<file path="config.mk">
export PLATFORM = sky130hd
export DESIGN_NAME = imm_gen_stage
export DESIGN_NICKNAME = d
export VERILOG_FILES = /design/src/rtl/imm_gen_stage.sv
export SDC_FILE = /design/constraint.sdc
export NUM_CORES = 1
export LEC_CHECK = 0
export ABC_CLOCK_PERIOD_IN_PS = 2300
export CAP_MARGIN = 20
export CORE_MARGIN = 4
export CORE_UTILIZATION = 50
export CTS_CLUSTER_DIAMETER = 80
export DETAILED_ROUTE_END_ITERATION = 10
export PLACE_DENSITY_LB_ADDON = 0.25
export SLEW_MARGIN = 0
export SYNTH_ARGS = -nofsm -noshare
export SYNTH_HDL_FRONTEND = slang
export SYNTH_SLANG_ARGS = --single-unit
export TNS_END_PERCENT = 10
</file>
<file path="constraint.sdc">
create_clock -name clk -period 2.3 [get_ports clk]
set_clock_uncertainty 0.2 [all_clocks]
set_input_delay 0.23 -clock clk [delete_from_list [all_inputs] [get_ports clk]]
set_output_delay 0.23 -clock clk [all_outputs]
set_load 0.01 [all_outputs]
</file>
<file path="src/rtl/imm_gen_stage.sv">
// Pipelined RV immediate generator stage.
// Decodes one instruction per cycle on a valid/ready handshake. It produces the sign-extended
// immediate, a format code, the shift amount, an illegal flag and a saturating illegal count.
// An optional one-entry skid buffer makes in_ready a registered signal.
module imm_gen_stage #(
   parameter int unsigned XLEN  = 32,
   parameter int unsigned SKID  = 1,
   parameter int unsigned CNT_W = 16
) (
   input  logic             clk,
   input  logic             rst,
   input  logic             in_valid,
   output logic             in_ready,
   input  logic [31:0]      in_instr,
   output logic             out_valid,
   input  logic             out_ready,
   output logic [31:0]      out_instr,
   output logic [XLEN-1:0]  out_imm,
   output logic [2:0]       out_fmt,
   output logic [5:0]       out_shamt,
   output logic             out_illegal,
   output logic [CNT_W-1:0] illegal_cnt
);

   localparam logic [2:0] FmtNone = 3'd0;
   localparam logic [2:0] FmtI    = 3'd1;
   localparam logic [2:0] FmtS    = 3'd2;
   localparam logic [2:0] FmtB    = 3'd3;
   localparam logic [2:0] FmtU    = 3'd4;
   localparam logic [2:0] FmtJ    = 3'd5;
   localparam logic [2:0] FmtSh   = 3'd6;

   typedef struct packed {
      logic [31:0]     instr;
      logic [XLEN-1:0] imm;
      logic [2:0]      fmt;
      logic [5:0]      shamt;
      logic            illegal;
   } res_t;

   res_t             dec;
   res_t             out_q, out_d;
   res_t             skid_q, skid_d;
   logic             out_valid_q, out_valid_d;
   logic             skid_valid_q, skid_valid_d;
   logic             ready_q, ready_d;
   logic [CNT_W-1:0] cnt_q, cnt_d;

   logic [6:0] opcode;
   logic [2:0] funct3;
   logic [5:0] shamt;
   logic       in_xfer;
   logic       out_xfer;

   assign opcode   = in_instr[6:0];
   assign funct3   = in_instr[14:12];
   // RV32 shifts only use a 5-bit amount; bit 25 is reported separately as illegal
   assign shamt    = (XLEN == 64) ? in_instr[25:20] : {1'b0, in_instr[24:20]};

   assign in_ready = (SKID != 0) ? ready_q : (!out_valid_q || out_ready);
   assign in_xfer  = in_valid && in_ready;
   assign out_xfer = out_valid_q && out_ready;

   // Decode the incoming instruction into its result record
   always_comb begin
      dec.instr   = in_instr;
      dec.imm     = '0;
      dec.fmt     = FmtNone;
      dec.shamt   = shamt;
      dec.illegal = 1'b0;
      case (opcode)
         7'b0000011, 7'b0001111, 7'b1100111, 7'b1110011: begin
            dec.fmt = FmtI;
            dec.imm = XLEN'($signed(in_instr[31:20]));
         end
         7'b0010011: begin
            if (funct3 == 3'b001 || funct3 == 3'b101) begin
               dec.fmt     = FmtSh;
               dec.imm     = XLEN'(shamt);
               dec.illegal = (XLEN == 32) && in_instr[25];
            end else begin
               dec.fmt = FmtI;
               dec.imm = XLEN'($signed(in_instr[31:20]));
            end
         end
         7'b0100011: begin
            dec.fmt = FmtS;
            dec.imm = XLEN'($signed({in_instr[31:25], in_instr[11:7]}));
         end
         7'b1100011: begin
            dec.fmt = FmtB;
            dec.imm = XLEN'($signed({in_instr[31], in_instr[7], in_instr[30:25],
                                     in_instr[11:8], 1'b0}));
         end
         7'b0110111, 7'b0010111: begin
            dec.fmt = FmtU;
            dec.imm = XLEN'($signed({in_instr[31:12], 12'b0}));
         end
         7'b1101111: begin
            dec.fmt = FmtJ;
            dec.imm = XLEN'($signed({in_instr[31], in_instr[19:12], in_instr[20],
                                     in_instr[30:21], 1'b0}));
         end
         7'b0110011: begin
            dec.fmt = FmtNone;
         end
         default: begin
            dec.illegal = 1'b1;
         end
      endcase
   end

   // Next-state for the output register, skid entry, ready flop and illegal counter
   always_comb begin
      out_d        = out_q;
      out_valid_d  = out_valid_q;
      skid_d       = skid_q;
      skid_valid_d = skid_valid_q;
      cnt_d        = cnt_q;

      if (SKID == 0) begin
         if (in_xfer) begin
            out_d       = dec;
            out_valid_d = 1'b1;
         end else if (out_xfer) begin
            out_valid_d = 1'b0;
         end
      end else begin
         if (skid_valid_q) begin
            // in_ready is low here, so only draining can happen
            if (out_xfer) begin
               out_d        = skid_q;
               out_valid_d  = 1'b1;
               skid_valid_d = 1'b0;
            end
         end else if (in_xfer) begin
            if (!out_valid_q || out_ready) begin
               out_d       = dec;
               out_valid_d = 1'b1;
            end else begin
               skid_d       = dec;
               skid_valid_d = 1'b1;
            end
         end else if (out_xfer) begin
            out_valid_d = 1'b0;
         end
      end

      ready_d = !skid_valid_d;

      if (out_xfer && out_q.illegal && (cnt_q != {CNT_W{1'b1}})) begin
         cnt_d = cnt_q + CNT_W'(1);
      end
   end

   // State update; rst clears everything including in-flight and skid contents
   always_ff @(posedge clk) begin
      if (rst) begin
         out_q        <= '0;
         out_valid_q  <= 1'b0;
         skid_q       <= '0;
         skid_valid_q <= 1'b0;
         ready_q      <= 1'b1;
         cnt_q        <= '0;
      end else begin
         out_q        <= out_d;
         out_valid_q  <= out_valid_d;
         skid_q       <= skid_d;
         skid_valid_q <= skid_valid_d;
         ready_q      <= ready_d;
         cnt_q        <= cnt_d;
      end
   end

   assign out_valid   = out_valid_q;
   assign out_instr   = out_q.instr;
   assign out_imm     = out_q.imm;
   assign out_fmt     = out_q.fmt;
   assign out_shamt   = out_q.shamt;
   assign out_illegal = out_q.illegal;
   assign illegal_cnt = cnt_q;

endmodule
</file>
==> out/summary.md <==
The run finished with clean final reports. For this design the ratio of total power to cell area is 718 mW/mm². The netlist uses 54 different library cells.

Chip width: 125 µm. The number of remaining DRC errors was 0; the fraction of power consumed by combinational cells was 15.8%. Counting every instance in the synthesized netlist gives 811. The number of antenna diodes in the final layout is 0.

The share of cells above drive strength 1 was 13.8%; the met1 capacity usage during global routing was 29.5%. The origin of the critical flop-to-flop path was skid_valid_q. The run gives 481 as the DRC marker count from the first detailed-route iteration.

The first detailed-routing pass ran for 5 iterations. The overall overflow remaining after global route is 0, and the number of buffers and inverters on the critical path is 5. The routed wire length was 19500 µm; the initial antenna violation count was 0.

In this run the core area contains 42 standard-cell rows. The number of global-route vias before repair is 6426, and the final weighted congestion in routability-driven placement is 0.890. The net count of the finished layout is 994. Clock-pin slew was measured on the worst setup and hold paths at 0.06 ns. Hold path startpoint: rst. The commonest register cell after synthesis is sky130_fd_sc_hd__dfxtp_1.

Max-cap check violation count: 0. The number of buffers created by CTS was 17. For the final hold slack, the log shows 0.0962 ns. The path class of the tightest hold or removal check is input port to register. The core footprint came out at 0.0134 mm². STA classifies the critical path startpoint as an input port. By instance count, the leading cell after synthesis is sky130_fd_sc_hd__dfxtp_1. Setup repair after global routing left no endpoint under its margin. Cell taking the most area after synthesis: sky130_fd_sc_hd__dfxtp_1. Counting along the longest clock path gives a buffer depth of 2. Once placement finished, the instance area stood at 0.00874 mm².

After layout, the minimum clock period comes to 2.19 ns. TritonCTS built the clock tree. The class of the most critical setup path was input port to register.

The async set-reset flop share out of synthesis came out at 0%. Launch point of the critical path: in_instr[5]. Summing every instance area after synthesis gives 0.00690 mm². Yosys printed 0 warnings. In this design, the stage delay of the slowest critical-path cell is 0.45 ns. The tools report the net switching power as 1750 µW. The number of port buffers was 126.

Cells fill 69.9% of the core in the end. The commonest cells after synthesis are sky130_fd_sc_hd__dfxtp_1, sky130_fd_sc_hd__nand2_1, sky130_fd_sc_hd__nor2_1, sky130_fd_sc_hd__a211oi_1, sky130_fd_sc_hd__a21oi_1. STA puts the critical path data required time at 2.41 ns. Routed length per instance: 17.0 µm.

Net switching is 26.0% of the power. On the critical path the largest part of the delay comes from buffers and inverters. For the worst slew margin relative to its limit, the log shows 62.3%. Counting flops with a built-in enable in the synthesized netlist gives 0.

Static timing analysis puts the maximum clock frequency at 0.457 GHz. The logs give 24.4% for the total track usage and 4970 µW for the cell internal power dissipation. The transition time at the pin with the least slew margin works out to 0.566 ns. The first global-routing pass estimated 31700 µm of wire. Global routing consumed, on the met2 layer, 41.9% of the routing resources. Count of pins on the block boundary: 128. The post-synthesis area per instance works out to 8.51 µm². Once the floorplan was initialized, standard cells occupied 51.5% of the core.

The most numerous cell on the critical path is sky130_fd_sc_hd__buf_4. STA puts the critical path data arrival time at 2.30 ns. The run gives 155 as the clock sink count.

The number of hold buffers added after CTS is 0. The later pin in the worst-skew pair is clocked with a latency of 0.42 ns. The placed instance count came out at 1114.

The flip-flop and latch count after synthesis is 155, and the sequential fraction of the synthesis area is 45.0%. Entering global routing, the biggest net connects 62 pins. The tools report the total count of max-transition violations in the final report as 0. Counting every net in the synthesized netlist gives 848. The top cell type's share of synthesized area came out at 45.0%. The clock share of power came out at 41.0%. Of the available clock period, the critical path in the final layout requires 95.2%. The clock tree synthesis step divided the H-tree into 4 levels.

The count of nets left with antenna violations once routing finished came out at 0. The top fanout value on the critical path came out at 12. STA classifies the critical path endpoint as a register. The analysis attributes to cell leakage a power of 0.00328 µW.

The share of total power dissipated in sequential elements is 43.2%. The root buffer cell chosen for the clock tree is sky130_fd_sc_hd__clkbuf_16. The die is 125 µm tall. For this run, global-route usage on met3 was measured as 5.59%. The number of buffers added for setup after CTS came out at 0. The routed via count divided by cell count came out at 5.74. The HPWL after detailed placement is 13700 µm. Walking the worst path, the cells encountered are clkdlybuf4s50_1 > buf_4 > and4b_1 > nor4_2 > buf_4 > a2111oi_4 > buf_4 > nor3_4 > buf_12 > a2111oi_2. The relative area change from synthesis to final layout came out at 35.7%. By area the synthesized netlist is led by sky130_fd_sc_hd__dfxtp_1, sky130_fd_sc_hd__a211oi_1, sky130_fd_sc_hd__a21oi_1, sky130_fd_sc_hd__nand2_1, sky130_fd_sc_hd__nor2_1. The number of endpoints with negative hold slack in the final report came out at 0. With fillers left out, the area of the finished cells amounts to 0.00936 mm².

The run gives 1146 as the non-filler instance count after layout. The tools report the setup-violating endpoint count in the final report as 0. The via total after detailed routing came out at 6582.

On the critical path, the stage with the largest delay is an instance of sky130_fd_sc_hd__clkdlybuf4s50_1. The tools report the area of the die as 0.0157 mm². met2 is the most crowded layer. The worst supply voltage drop on vdd was 0.000456 V.
worst register-to-register path: stages (launching register included):
cell,delay [ns]
sky130_fd_sc_hd__dfxtp_4,0.34
sky130_fd_sc_hd__buf_4,0.26
sky130_fd_sc_hd__nand2_1,0.17
sky130_fd_sc_hd__a21oi_4,0.23
sky130_fd_sc_hd__buf_4,0.37
sky130_fd_sc_hd__o21ai_0,0.16
sky130_fd_sc_hd__a211oi_1,0.25
per-layer routing:
| layer | wire length [µm] | up-vias | share of wire, % |
|---|---|---|---|
| met2 | 9550 | 253 | 49 |
| met3 | 1180 | 40 | 6.1 |
| met4 | 510 | 0 | 2.6 |
| li1 | - | 3188 | - |
| met1 | 8280 | 3101 | 42 |
| met5 | 0 | - | 0 |
kinds of logic after synthesis:
kind of cell,synth area share (%)
other cells,0.0543
compound gates,22.4
fa+ha+maj,0.181
mux,3.92
buf+inv,5.27
simple gates,21.5
xor+xnor,1.78
flops,45.0
state kept, by name, indices dropped and copies added (netlist names):
| register | flops |
|---|---|
| out_fmt | 3 |
| out_imm | 32 |
| in_ready | 1 |
| skid_q | 68 |
| out_instr | 32 |
| out_illegal | 1 |
| illegal_cnt | 16 |
| out_valid | 1 |
| skid_valid_q | 1 |
final timing paths:
| check | end | slack (ns) | cells after the start |
|---|---|---|---|
| worst max-delay path | out_imm[6] | 0.11 | 10 |
| worst min-delay path | skid_q[9] | 0.1 | 2 |
| worst max register to register | out_imm[27] | 0.23 | 6 |
| worst min register to register | skid_q[62] | 0.25 | 2 |
power groups by stage:
stage          combinational, µW  clock, µW  sequential, µW
3_3_place_gp                1030          0            2960
4_1_cts                     1060       2790            2900
6_report                    1060       2750            2910
5_1_grt                     1150       2910            2920
2_1_floorplan                472          0            3000
3_5_place_dp                1050          0            2960
cell type report:
type,count,area (µm²)
multi-input cells,572,3480
fillers,1057,4040
clock inverters,14,146
well taps,176,220
repair buffers,205,1940
inverters,6,22.5
clock buffers,18,439
flip-flops and latches,155,3110
stage by stage:
stage | power [µW] | TNS [ns] | setup WS, ns
after floorplan | 3470 | 0 | 0.246
after global placement | 3990 | -15.93 | -0.472
after detailed placement | 4020 | -18.05 | -0.570
after CTS | 6760 | 0 | 0.0283
after global routing | 6980 | 0 | 0.00171
final | 6720 | 0 | 0.111
placed cells by master, fill, tap and decap left out, types with 5 or more instances in the layout:
master and n:
sky130_fd_sc_hd__and3_1 5, sky130_fd_sc_hd__nor2b_1 9, sky130_fd_sc_hd__nor4_1 5, sky130_fd_sc_hd__o21bai_1 6, sky130_fd_sc_hd__xnor2_1 11, sky130_fd_sc_hd__nor3_1 12
sky130_fd_sc_hd__clkbuf_16 17, sky130_fd_sc_hd__a2111oi_2 5, sky130_fd_sc_hd__inv_1 6, sky130_fd_sc_hd__buf_4 73, sky130_fd_sc_hd__buf_12 7, sky130_fd_sc_hd__nand3_1 21
sky130_fd_sc_hd__a211oi_1 74, sky130_fd_sc_hd__nand2_1 96, sky130_fd_sc_hd__and4_1 5, sky130_fd_sc_hd__nand3b_1 26, sky130_fd_sc_hd__nor2_1 88, sky130_fd_sc_hd__nand2b_1 6
sky130_fd_sc_hd__dfxtp_1 154, sky130_fd_sc_hd__clkdlybuf4s50_1 123, sky130_fd_sc_hd__a21oi_1 73, sky130_fd_sc_hd__o21ai_0 42, sky130_fd_sc_hd__mux2i_1 27
repair_timing:
| action | in CTS | in global routing |
|---|---|---|
| endpoints found under the hold margin | 0 | 0 |
| setup endpoints to repair | 16 | 24 |
| gates cloned | 0 | 0 |
| pin swaps | 0 | 1 |
| resized for setup | 2 | 5 |
(Power assumes the default switching activity.)
==> patch 1, RTL diff (same settings) <==
`XLEN`: 32 -> 64.
--- a/src/rtl/imm_gen_stage.sv
+++ b/src/rtl/imm_gen_stage.sv
@@ -5,3 +5,3 @@
 module imm_gen_stage #(
-   parameter int unsigned XLEN  = 32,
+   parameter int unsigned XLEN  = 64,
    parameter int unsigned SKID  = 1,
Interface: changed (resized out_imm); port bits go from 128 to 160. No check against the original RTL was run, so the function may have changed too.
==> patch 1 against the unedited design <==
  * Total power up 1.1%
  * Highest routed layer unchanged
  * Critical path type is now flip-flop to output port
  * Sequential cell count unchanged
  * Core utilization down 0.94 points
  * Largest cell class unchanged
  * Final area up 3.8%
  * Clock power about the same
  * Synthesized area up 6.2%
  * Setup slack better by 94 ps
  * Routed wire length down 0.20%
  * Cell count up 3.3%
==> patch 1: results (changes against the unedited design) <==
[hold_path]
min_path_cells=3  ; +1
whs_endpoint=skid_q[82]
hp-start=in_instr[8]

[cts]
clk_pin_slew_worst_paths_ps=60  ; about the same

[power]
p_leak_nw=3.470  ; +5.7%
peakVddDrop_mv=0.5272  ; +16%

[global_route]
antenna_found_initial=0  ; unchanged
grt_pass1_wl_um=31840  ; +0.28%
grt_max_degree=94  ; +52%
grt_use_total=0.2359  ; -0.008231
grt_pass1_vias=6244  ; -2.8%

[status]
status=complete, no violations

[routing]
num_vias=6676  ; +1.4%
wl_um=19480  ; -0.20%
first_iter_violations=608  ; +26%

[worst_setup_path]
r2r-end=skid_q[25]
rrSetupSlack_ps=280  ; +50 ps
cp.arrival_ps=1660  ; -640 ps
r2r_cells=4  ; -2
worst-path-max-fanout=33  ; +21
crit_path_max_incr_delay_ps=600  ; +150 ps

[yosys]
synthTopCellsByArea=dfxtp_1 (42%), nand2_1 (6.0%), a21oi_1 (5.3%)
synth_common_cells=dfxtp_1 (155), nand2_1 (118), a21oi_1 (77)
synth_nets=893  ; +5.3%
synth_cell_types=74  ; +37%
synth_seq_area_share=0.4232  ; -0.02631

[cells_and_area]
n_fill_cell=1169  ; +11%
layout-drive-gt1-share=0.1255  ; -0.01265
nets=1028  ; +3.4%

[sta]
max_slew_margin=0.3125  ; -0.3101
holdWs_ps=223.4  ; +127.2 ps

[placement]
dp_hpwl_um=13590  ; -1.1%
globalplace.congestion=0.8840  ; -0.72%
place.port_buffers=159  ; +26%

[patch 1: area by class of cell]
class	count	share of cell area
Multi-Input combinational cell	588	0.3713
Sequential cell	155	0.3197
Timing Repair Buffer	223	0.2235
Clock buffer	26	0.05137
Tap cell	180	0.02317
Clock inverter	6	0.008626
Inverter	6	0.002317
[patch 1: what timing repair did]
item,4_1_cts,5_1_grt
hold buffers,1,0
endpoints found under the setup margin,0,0
gates resized for setup,0,0
endpoints found under the hold margin,5,0
[patch 1: report_power, final]
part	leakage (nW)	internal, W	switching, W
Clock	0.289	0.00171	0.00105
Combinational	1.92	0.000574	0.000566
Sequential	1.26	0.00281	0.0000751
Total	3.47	0.00510	0.00169
[patch 1: worst min-delay path: cells and delay by family]
kind	cells	cell delay, ps
compound gates	1	60
simple gates	1	70
buf+inv	1	430
[patch 1: worst max-delay path by stage]
stage,from,cells past startpoint,slack (ps),end
2_1_floorplan,illegal_cnt[0],7,410,illegal_cnt[4]
3_3_place_gp,in_instr[5],7,-190,skid_q[27]
3_5_place_dp,in_instr[5],7,-200,out_imm[18]
4_1_cts,out_imm[62],2,180,out_imm[50]
5_1_grt,in_instr[5],7,110,out_imm[18]
6_report,out_imm[62],2,210,out_imm[50]
[patch 1: metrics by stage]
step,setup slack [ps],area [µm²],cells
finish,205.2,9718,1184
global route,105.0,9718,1184
CTS,175.5,9718,1184
detailed placement,-200.5,9125,1151
global placement,-188.8,9125,1151
floorplan,407.6,7332,856
[patch 1: metal layers]
layer | wire [µm] | track usage
met1 | 8664 | 0.3133
met2 | 9225 | 0.3851
met3 | 1344 | 0.05400
met4 | 242 | 0.07041
met5 | 0 | 0
[patch 1: kinds of logic after synthesis]
group,synth area share
flops,0.4232
xor+xnor,0.01775
simple gates,0.2148
fa+ha+maj,0.001706
compound gates,0.2176
mux,0.03823
buf+inv,0.08669
==> patch 2, RTL diff (same flow settings) <==
Without the edit above. Make the reset (`rst`) asynchronous in one clocked block.
--- a/src/rtl/imm_gen_stage.sv
+++ b/src/rtl/imm_gen_stage.sv
@@ -156,3 +156,3 @@
    // State update; rst clears everything including in-flight and skid contents
-   always_ff @(posedge clk) begin
+   always_ff @(posedge clk or posedge rst) begin
       if (rst) begin
Formal check against the unedited RTL: differs if rst is asserted again (counterexample within 4 cycles, from zero or initial values and one cycle with rst high); with rst held inactive, the same outputs for 4 cycles.
==> patch 2 against the unedited design <==
  * Sequential cell count unchanged
  * Critical path depth down 2
  * Count of clock-buffer cells in the layout stayed put
  * Die area up 2.2%
  * Setup slack better by 120 ps
  * Routed wire length fell by 1.3%
  * Final area is essentially flat
  * Synthesized area rose by 2.4%
  * Largest cell class is now flip-flops and latches
  * Highest routed layer unchanged
Power is not compared: it rests on default switching activity, and its combinational part moved more than twofold at a synthesized area within 25%.
==> patch 2: results (changes against the unedited design) <==
[status]
status=complete, no violations

[worst_setup_path]
cp.arrival_ps=2210  ; -90 ps
crit_path_max_incr_delay_ps=580  ; +130 ps
worst-path-max-fanout=6  ; -6
r2r_cells=5  ; -1
crit_slowest_cell=clkdlybuf4s50_1
critPathLaunch=in_instr[5]
r2r-end=out_imm[28]
rrSetupSlack_ps=240
crit_end=out_imm[8]
r2r-start=in_ready

[yosys]
synth_seq_area_share=0.5489  ; +0.09943
async_flop_share=1.000  ; +1.000
synth_cell_types=51  ; -5.6%
synth_nets=801  ; -5.5%
synthFlopType=dfrtp_1
synth_common_cells=nand2_1 (198), dfrtp_1 (154), o21ai_0 (85)
synthTopCellsByArea=dfrtp_1 (55%), nand2_1 (11%), o21ai_0 (6.0%)
synth-edff-count=0  ; unchanged
yosysWarnings=0  ; unchanged
ys_ff_latch=155  ; unchanged

[cells_and_area]
n_antenna_cell=0  ; unchanged
layout-drive-gt1-share=0.1058  ; -0.03236
nets=941  ; -5.3%
largest_register_ffs=68  ; unchanged
top_register=skid_q

[sta]
max_slew_margin=0.5891  ; -0.03353

[routing]
wl_met2_um=9436  ; -1.2%
topRoutingLayerUsed=met4
route.met3.wl_um=936  ; -21%
drt_first_pass_iters=5  ; unchanged
vias_per_cell=5.591  ; -2.7%
first_iter_violations=445  ; -7.5%
ant_nets=0  ; unchanged
wl_met1_um=8508  ; +2.8%
wl_um=19270  ; -1.3%

[placement]
dpl_cell_area_um2=8771  ; +0.31%
place.port_buffers=126  ; unchanged
dp_hpwl_um=13270  ; -3.4%
globalplace.congestion=0.9012  ; +1.2%

[global_route]
antenna_found_initial=0  ; unchanged
use_met1=0.3293  ; +0.03468
grt_pass1_wl_um=32110  ; +1.2%
grt_max_degree=107  ; +73%
grt_pass1_vias=6230  ; -3.1%
use_met2=0.4097  ; -0.009103
grt_use_total=0.2507  ; +0.006616
gr-usage-met3=0.05642  ; +0.0005575

[cts]
cts_setup_buffers=0  ; unchanged
cts_inserted_buffers=17  ; unchanged
clock-root-buffer=clkbuf_16
clk_latency_ps=420  ; about the same
h-tree-depth=4  ; unchanged
clk_pin_slew_worst_paths_ps=60  ; about the same
cts_max_path_buffers=2  ; unchanged

[hold_path]
hp-class=input port to asynchronous set/reset pin

[power]
peakVddDrop_mv=0.6269
p_switching_w=0.004132

==> patch 2: changes by cell type after synthesis, sizes merged, moves of 26 or more <==
cell,unedited run,this run
a211oi,78,4
a31oi,3,29
o21ai,42,90
dfrtp,0,154
a21oi,74,42
dfxtp,155,0
nor2,89,44
nand2,96,198
==> patch 2: area by class of cell <==
class	count	area, µm²
multi-input combinational	544	2904
fill	1081	4524
sequential	155	3881
inverter	9	37.54
timing repair buffer	177	1732
clock inverter	14	147.6
clock buffer	18	429.2
tap	180	225.2
==> patch 2: how the worst min path moves through the flow <==
| stage | from | to | slack, ps |
|---|---|---|---|
| after global placement | skid_q[8] | skid_q[8] | 250 |
| after floorplan | in_instr[0] | skid_q[42] | 140 |
| after CTS | rst | out_instr[8] | 170 |
| final | rst | out_instr[8] | 100 |
| after global routing | rst | out_instr[8] | 200 |
| after detailed placement | skid_q[8] | skid_q[8] | 260 |
==> patch 2: metrics by stage <==
stage | utilization | hold WS, ps | total power [W] | std cells | setup WS [ps]
6_report | 0.6741 | 97.53 | 0.01178 | 1097 | 227.8
5_1_grt | 0.6741 | 198.7 | 0.01254 | 1097 | 90.75
4_1_cts | 0.6734 | 167.1 | 0.01183 | 1097 | 21.90
3_5_place_dp | 0.6319 | 259.3 | 0.009050 | 1065 | -325.3
3_3_place_gp | 0.6319 | 252.5 | 0.008865 | 1065 | -292.1
2_1_floorplan | - | 135.4 | 0.006822 | 764 | -88.09
==> patch 2: cells by family (layout without fill, tap and decap cells) <==
| kind of cell | after synthesis | after routing | synth area share |
|---|---|---|---|
| compound gates | 187 | 187 | 0.1529 |
| xor+xnor | 14 | 14 | 0.01735 |
| fa+ha+maj | 1 | 1 | 0.001770 |
| buf+inv | 65 | 218 | 0.04284 |
| flops | 155 | 155 | 0.5489 |
| mux | 33 | 33 | 0.04691 |
| other cells | 1 | 1 | 0.0005306 |
| simple gates | 308 | 308 | 0.1887 |
==> patch 2: timing repair <==
| item | 4_1_cts | 5_1_grt |
|---|---|---|
| gates resized for setup | 0 | 1 |
| hold endpoints to repair | 0 | 0 |
| endpoints found under the setup margin | 0 | 11 |
==> patch 2: power groups by stage <==
stage | Sequential, W | Combinational [W] | Clock [W]
2_1_floorplan | 0.00468 | 0.00214 | 0
3_3_place_gp | 0.00450 | 0.00436 | 0
3_5_place_dp | 0.00456 | 0.00449 | 0
4_1_cts | 0.00452 | 0.00453 | 0.00278
5_1_grt | 0.00468 | 0.00496 | 0.00291
6_report | 0.00453 | 0.00450 | 0.00275
==> patch 2: critical path: cells and delay by family <==
family / cells / cell delay, ps
compound gates: 3 / 640
buf+inv: 3 / 960
simple gates: 2 / 380
